File: src/rtl/nand_ctrl_pkg.sv
// Shared definitions for the NAND-style control path: sequencer states,
// instruction field bit positions and the datapath word width.
package nand_ctrl_pkg;

    localparam int WIDTH  = 16;

    // Instruction field bit positions
    localparam int CI     = 15;  // 1 = compute instruction, 0 = data instruction
    localparam int SM     = 12;  // ALU operand select (*A instead of A)
    localparam int ALU_HI = 10;  // ALU control field, upper bit
    localparam int ALU_LO = 6;   // ALU control field, lower bit
    localparam int DST_A  = 5;   // store to A
    localparam int DST_D  = 4;   // store to D
    localparam int DST_M  = 3;   // store to *A
    localparam int J_LT   = 2;   // jump if result < 0
    localparam int J_EQ   = 1;   // jump if result == 0
    localparam int J_GT   = 0;   // jump if result > 0

    typedef enum logic [1:0] {
        FETCH = 2'd0,
        EVAL  = 2'd1,
        WRITE = 2'd2,
        HALT  = 2'd3
    } state_e;

endpackage

File: src/rtl/nand_jump_cond.sv
// Jump condition evaluation: combines the three jump-enable bits of a
// compute instruction with the sign/zero status of the ALU result
// (treated as two's-complement signed).
// Ports:
//   j_lt, j_eq, j_gt : jump enables from the instruction word
//   alu_r            : ALU result
//   jmp              : 1 when the selected condition holds
module nand_jump_cond
    import nand_ctrl_pkg::*;
(
    input  logic             j_lt,
    input  logic             j_eq,
    input  logic             j_gt,
    input  logic [WIDTH-1:0] alu_r,
    output logic             jmp
);

    logic is_neg;
    logic is_zero;

    assign is_neg  = alu_r[WIDTH-1];
    assign is_zero = (alu_r == '0);
    assign jmp     = (j_lt & is_neg) | (j_eq & is_zero) | (j_gt & ~is_neg & ~is_zero);

endmodule

File: src/rtl/nand_fetch_sequencer.sv
// Fetch/evaluate/write sequencer for the A/D/*A memory block.
// Fetches one 16-bit instruction over a req/ack handshake, evaluates it for
// one cycle (capturing the ALU result and jump decision) and drives the
// store strobes plus the X bus for one WRITE cycle, then advances pc.
//
// Handshake: rom_req is held high with rom_addr stable for as long as the
// sequencer sits in FETCH; the word on rom_data is taken on the first
// posedge where rom_req and rom_ack are both high. rom_ack is ignored at
// all other times.
//
// Ports:
//   cl, rst_n        : clock (posedge), asynchronous active-low reset
//   rom_req/rom_addr : fetch request and address (rom_addr == pc)
//   rom_ack/rom_data : fetch acknowledge and instruction word
//   alu_r, a_reg     : external ALU result, current A register
//   sm, alu_ctl      : ALU operand select and control, valid in EVAL/WRITE
//   a, d, addr_a     : store strobes, only ever high in WRITE
//   X                : write data, res during WRITE, 0 otherwise
//   pc               : program counter
//   halted           : high in HALT (only with HALT_ON_SELF_JUMP_EN)
//   dbg_state        : current sequencer state
//
// Build option: define HALT_ON_SELF_JUMP_EN to stop in a HALT state on an
// unconditional jump to the instruction's own address with no stores.
module nand_fetch_sequencer
    import nand_ctrl_pkg::*;
#(
    parameter int              PC_W     = 16,
    parameter logic [PC_W-1:0] RESET_PC = '0
) (
    input  logic             cl,
    input  logic             rst_n,
    output logic             rom_req,
    output logic [PC_W-1:0]  rom_addr,
    input  logic             rom_ack,
    input  logic [WIDTH-1:0] rom_data,
    input  logic [WIDTH-1:0] alu_r,
    input  logic [WIDTH-1:0] a_reg,
    output logic             sm,
    output logic [4:0]       alu_ctl,
    output logic             a,
    output logic             d,
    output logic             addr_a,
    output logic [WIDTH-1:0] X,
    output logic [PC_W-1:0]  pc,
    output logic             halted,
    output state_e           dbg_state
);

    state_e           state_q, state_d;
    logic [PC_W-1:0]  pc_q,    pc_d;
    logic [WIDTH-1:0] ir_q,    ir_d;
    logic [WIDTH-1:0] res_q,   res_d;
    logic             jmp_q,   jmp_d;
    logic [PC_W-1:0]  tgt_q,   tgt_d;
    // Low during reset and the cycle after release, so rom_req first rises
    // on the first posedge after reset is released.
    logic             req_en_q;
    logic             jmp_c;

`ifdef HALT_ON_SELF_JUMP_EN
    logic             halt_q, halt_d;
`endif

    nand_jump_cond u_jump_cond (
        .j_lt  (ir_q[J_LT]),
        .j_eq  (ir_q[J_EQ]),
        .j_gt  (ir_q[J_GT]),
        .alu_r (alu_r),
        .jmp   (jmp_c)
    );

    always_ff @(posedge cl or negedge rst_n) begin
        if (!rst_n) begin
            state_q  <= FETCH;
            pc_q     <= RESET_PC;
            ir_q     <= '0;
            res_q    <= '0;
            jmp_q    <= 1'b0;
            tgt_q    <= '0;
            req_en_q <= 1'b0;
        end else begin
            state_q  <= state_d;
            pc_q     <= pc_d;
            ir_q     <= ir_d;
            res_q    <= res_d;
            jmp_q    <= jmp_d;
            tgt_q    <= tgt_d;
            req_en_q <= 1'b1;
        end
    end

`ifdef HALT_ON_SELF_JUMP_EN
    always_ff @(posedge cl or negedge rst_n) begin
        if (!rst_n) begin
            halt_q <= 1'b0;
        end else begin
            halt_q <= halt_d;
        end
    end
`endif

    always_comb begin
        state_d = state_q;
        pc_d    = pc_q;
        ir_d    = ir_q;
        res_d   = res_q;
        jmp_d   = jmp_q;
        tgt_d   = tgt_q;
        rom_req = 1'b0;
        sm      = 1'b0;
        alu_ctl = '0;
        a       = 1'b0;
        d       = 1'b0;
        addr_a  = 1'b0;
        X       = '0;
        halted  = 1'b0;
`ifdef HALT_ON_SELF_JUMP_EN
        halt_d  = halt_q;
`endif

        case (state_q)
            FETCH: begin
                rom_req = req_en_q;
                if (req_en_q && rom_ack) begin
                    ir_d    = rom_data;
                    state_d = EVAL;
                end
            end

            EVAL: begin
                sm      = ir_q[SM];
                alu_ctl = ir_q[ALU_HI:ALU_LO];
                if (ir_q[CI]) begin
                    res_d = alu_r;
                    jmp_d = jmp_c;
                    // Target is A before this instruction's own stores land.
                    tgt_d = a_reg[PC_W-1:0];
                end else begin
                    res_d = {1'b0, ir_q[CI-1:0]};
                    jmp_d = 1'b0;
                end
`ifdef HALT_ON_SELF_JUMP_EN
                halt_d = ir_q[CI] && (ir_q[J_LT:J_GT] == 3'b111) &&
                         (ir_q[DST_A:DST_M] == 3'b000) && (a_reg[PC_W-1:0] == pc_q);
`endif
                state_d = WRITE;
            end

            WRITE: begin
                sm      = ir_q[SM];
                alu_ctl = ir_q[ALU_HI:ALU_LO];
                // X comes from the registered result so a *A write in this
                // cycle cannot feed back into the data being stored.
                X       = res_q;
                if (ir_q[CI]) begin
                    a      = ir_q[DST_A];
                    d      = ir_q[DST_D];
                    addr_a = ir_q[DST_M];
                end else begin
                    a      = 1'b1;
                end
                pc_d    = jmp_q ? tgt_q : pc_q + PC_W'(1);
`ifdef HALT_ON_SELF_JUMP_EN
                state_d = halt_q ? HALT : FETCH;
`else
                state_d = FETCH;
`endif
            end

`ifdef HALT_ON_SELF_JUMP_EN
            HALT: begin
                halted = 1'b1;
            end
`endif

            default: begin
                state_d = FETCH;
            end
        endcase
    end

    assign rom_addr  = pc_q;
    assign pc        = pc_q;
    assign dbg_state = state_q;

endmodule

File: config.mk
export PLATFORM = sky130hd
export DESIGN_NAME = nand_fetch_sequencer
export DESIGN_NICKNAME = d
export VERILOG_FILES = /design/src/rtl/nand_ctrl_pkg.sv /design/src/rtl/nand_jump_cond.sv /design/src/rtl/nand_fetch_sequencer.sv
export SDC_FILE = /design/constraint.sdc
export NUM_CORES = 1
export LEC_CHECK = 0
export ABC_AREA = 0
export CAP_MARGIN = 15
export CORE_ASPECT_RATIO = 1.1
export CORE_MARGIN = 2
export CORE_UTILIZATION = 47
export DETAILED_ROUTE_END_ITERATION = 7
export GPL_TIMING_DRIVEN = 1
export PLACE_DENSITY = 0.81
export SYNTH_ARGS = -nofsm -noshare
export SYNTH_HDL_FRONTEND = slang
export SYNTH_SLANG_ARGS = --single-unit
export TNS_END_PERCENT = 5
File: constraint.sdc
create_clock -name cl -period 2.3 [get_ports cl]
set_clock_uncertainty 0.2 [all_clocks]
set_input_delay 0.46 -clock cl [delete_from_list [all_inputs] [get_ports cl]]
set_output_delay 0.46 -clock cl [all_outputs]
set_load 0.03 [all_outputs]
==> flow_summary.toml, run 1 <==
[status]
outcome = "finished clean"

[placed_design]
port_buffers = 110
dp_hpwl_mm = 5.81
globalplace.congestion = 0.808
place_worst_setup_slack_ps = 82.7

[floorplanning]
die-area_um2 = 8170
num_io_pins = 112
rows = 33
coreArea_um2 = 7350
start_util_pct = 47.7
fp.dieH_um = 94.6
dieWidth_um = 86.4

[logic_synthesis]
ys.flop_type = "dfrtp_1"
synthArstFlopShare_pct = 100
synth_edf_count = 0
seq_area_frac_synth_pct = 48.5
yosys_warnings = 0
syn_area_per_cell_um2 = 10.7
synthesis.area_um2 = 3510
synth.distinct_cells = 48
syn-num-nets = 383
ys_ff_latch = 68
synth_cells = 327

[global_route]
grt_pass1_wl_mm = 13.8
grt_start_max_net_pins = 69
grt_pass1_vias = 2844
antenna_found_initial = 0
track_usage_pct = 21.6
grt-ovfl-total = 0

[sta]
hold_viol = 0
layout_setup_ws_ps = 55.9
tightest_slew_ps = 547
fin_crit_ps = 2240
slew_headroom_pct = 63.5
fmax_ghz = 0.446
finalCritPeriodShare_pct = 97.6
hold_slack_ps = 309
setup_violations = 0
slew_violations = 0

[clocking]
cts_root_buffer = "clkbuf_8"
htree_levels = 3
cts_inserted_buffers = 9
cts.sinks = 68
post_cts_buffers = 0
clk_latency_ps = 340
cts_buffer_depth = 2
cts_tree = "yes"
clk_pin_slew_worst_paths_ps = 70

[worst_setup_path]
criticalPathCategory = "reg2out"
cp.required_ps = 1640
arrival_ps = 1580
crit_path_max_fanout = 26
worstSetupEndpointType = "primary output"
start_kind = "flop"

[finish]
diodes = 0
nets = 481
layout_common_cells = "clkdlybuf4s50_1, dfrtp_1, mux2_2"
layout_commonest_cell = "clkdlybuf4s50_1"
area_growth_pct = 38.4
drive_gt1_share_pct = 23.3

[power]
pwr-share-seq_pct = 32.7
power.density_nw_per_um2 = 1420
clkPwrFrac_pct = 15.9
pwr-share-comb_pct = 51.5
p_int_uw = 4020
p_sw_uw = 2890
switching_share_pct = 41.9
leakage_uw = 0.00214
max-vdd-ir-drop_uv = 629

[route]
detail_route.iter0.violations = 111
first_pass_iters = 4
routed_wl_mm = 8.40
viasPerCell = 5.54
vias = 2864
drc_errors = 0
ant_nets = 0
post_drt_wl_per_cell_um = 16.2

[min_path]
hp-class = "reg2reg"

[job]
maxCapViolations = 0
[Yosys cell counts (all sizes together) (2+ instances only)]
cell type,instances,area share [%]
nor2b,2,0.36
nand4,5,1.1
and4,4,1.1
a21boi,3,0.64
a21oi,26,3.7
a31oi,3,0.54
and2,24,4.3
dfrtp,68,49
ha,5,1.8
mux2,32,10
buf,27,5.5
nand2,8,0.86
clkbuf,8,0.86
o221ai,2,0.50
nand3,13,2.0
and3,3,0.54
o21ai,10,1.4
conb,2,0.21
nor4,4,0.71
inv,6,0.64
nor3,3,0.43
a22o,4,1.0
nor2,21,2.2
nand2b,5,0.89
o31ai,4,0.86
mux2i,18,5.1
a22oi,2,0.43
[registers in the layout, indices dropped and copies added, names as in the netlist]
name,cells
res_q,16
tgt_q,16
req_en_q,1
dbg_state,2
jmp_q,1
ir_q,16
pc,16
[kinds of logic (layout without fill, tap and decap cells)]
kind of cell / after synthesis / after routing / synth area share, %
compound gates: 63 / 63 / 11.4
fa+ha+maj: 5 / 5 / 1.78
buf+inv: 42 / 145 / 7.06
flops: 68 / 68 / 48.5
mux: 50 / 50 / 15.4
other cells: 2 / 2 / 0.214
simple gates: 97 / 97 / 15.6
[critical path, stage by stage, from the launching register on]
cell     delay (ps)
dfrtp_1         430
inv_2           110
ha_4            170
buf_12          170
and3_1          210
buf_6           150
[per-layer routing]
metal,up-vias,track usage [%],routed length (µm)
met3,22,4.02,576
met2,128,35.5,4120
met4,0,9.90,235
met1,1365,27.7,3470
li1,1349,-,-
met5,-,0,0
[worst paths after layout]
| check | cells after the start | start | slack, ps | end |
|---|---|---|---|---|
| worst max-delay path | 5 | dbg_state[0] | 60 | d |
| worst min-delay path | 1 | tgt_q[7] | 310 | tgt_q[7] |
| worst max register to register | 5 | pc[0] | 340 | pc[8] |
| worst min register to register | 1 | tgt_q[7] | 310 | tgt_q[7] |
| max in group asynchronous | 3 | rst_n | 1150 | res_q[12] |
| min in group asynchronous | 3 | rst_n | 460 | tgt_q[12] |
[power groups by stage]
stage,logic (µW),clock network [µW],registers [µW]
2_1_floorplan,2270,0,2290
3_3_place_gp,3390,0,2230
3_5_place_dp,3470,0,2270
4_1_cts,3570,1120,2250
5_1_grt,3830,1180,2330
6_report,3560,1100,2260
[timing repair]
item,CTS,global route
gates cloned,1,0
gates resized for setup,8,9
hold buffers,1,0
hold endpoints to repair,68,0
endpoints found under the setup margin,18,12
[cell type report]
type                       instances  area (µm²)
clock buffer                       9         124
tap                               87         109
sequential                        68        1700
fill                             552        2490
timing repair buffer             122        1220
inverter                           7        26.3
clock inverter                     7        98.8
multi-input combinational        217        1580
[per-stage QoR]
step	power, µW	utilization, %	cells	TNS (ps)	area, µm²
after floorplan	4560	-	327	-222	3510
after global placement	5620	62.2	499	0	4570
after detailed placement	5730	62.2	499	0	4570
after CTS	6930	65.9	517	0	4840
after global routing	7340	66.1	517	-8.56	4860
final	6910	66.1	517	0	4860
Note: power is estimated with default switching activity, not from simulation.
==> inputs of run 2 (changes only) <==
- HOLD_SLACK_MARGIN: unset -> 0.05
==> results of run 2 <==
No change in the layout: final DEF, timing and power equal those of run 1.
==> inputs of run 3 (changes only) <==
- HOLD_SLACK_MARGIN: 0.05 -> unset
==> results of run 3 <==
No change in the layout: final DEF, timing and power equal those of run 1.
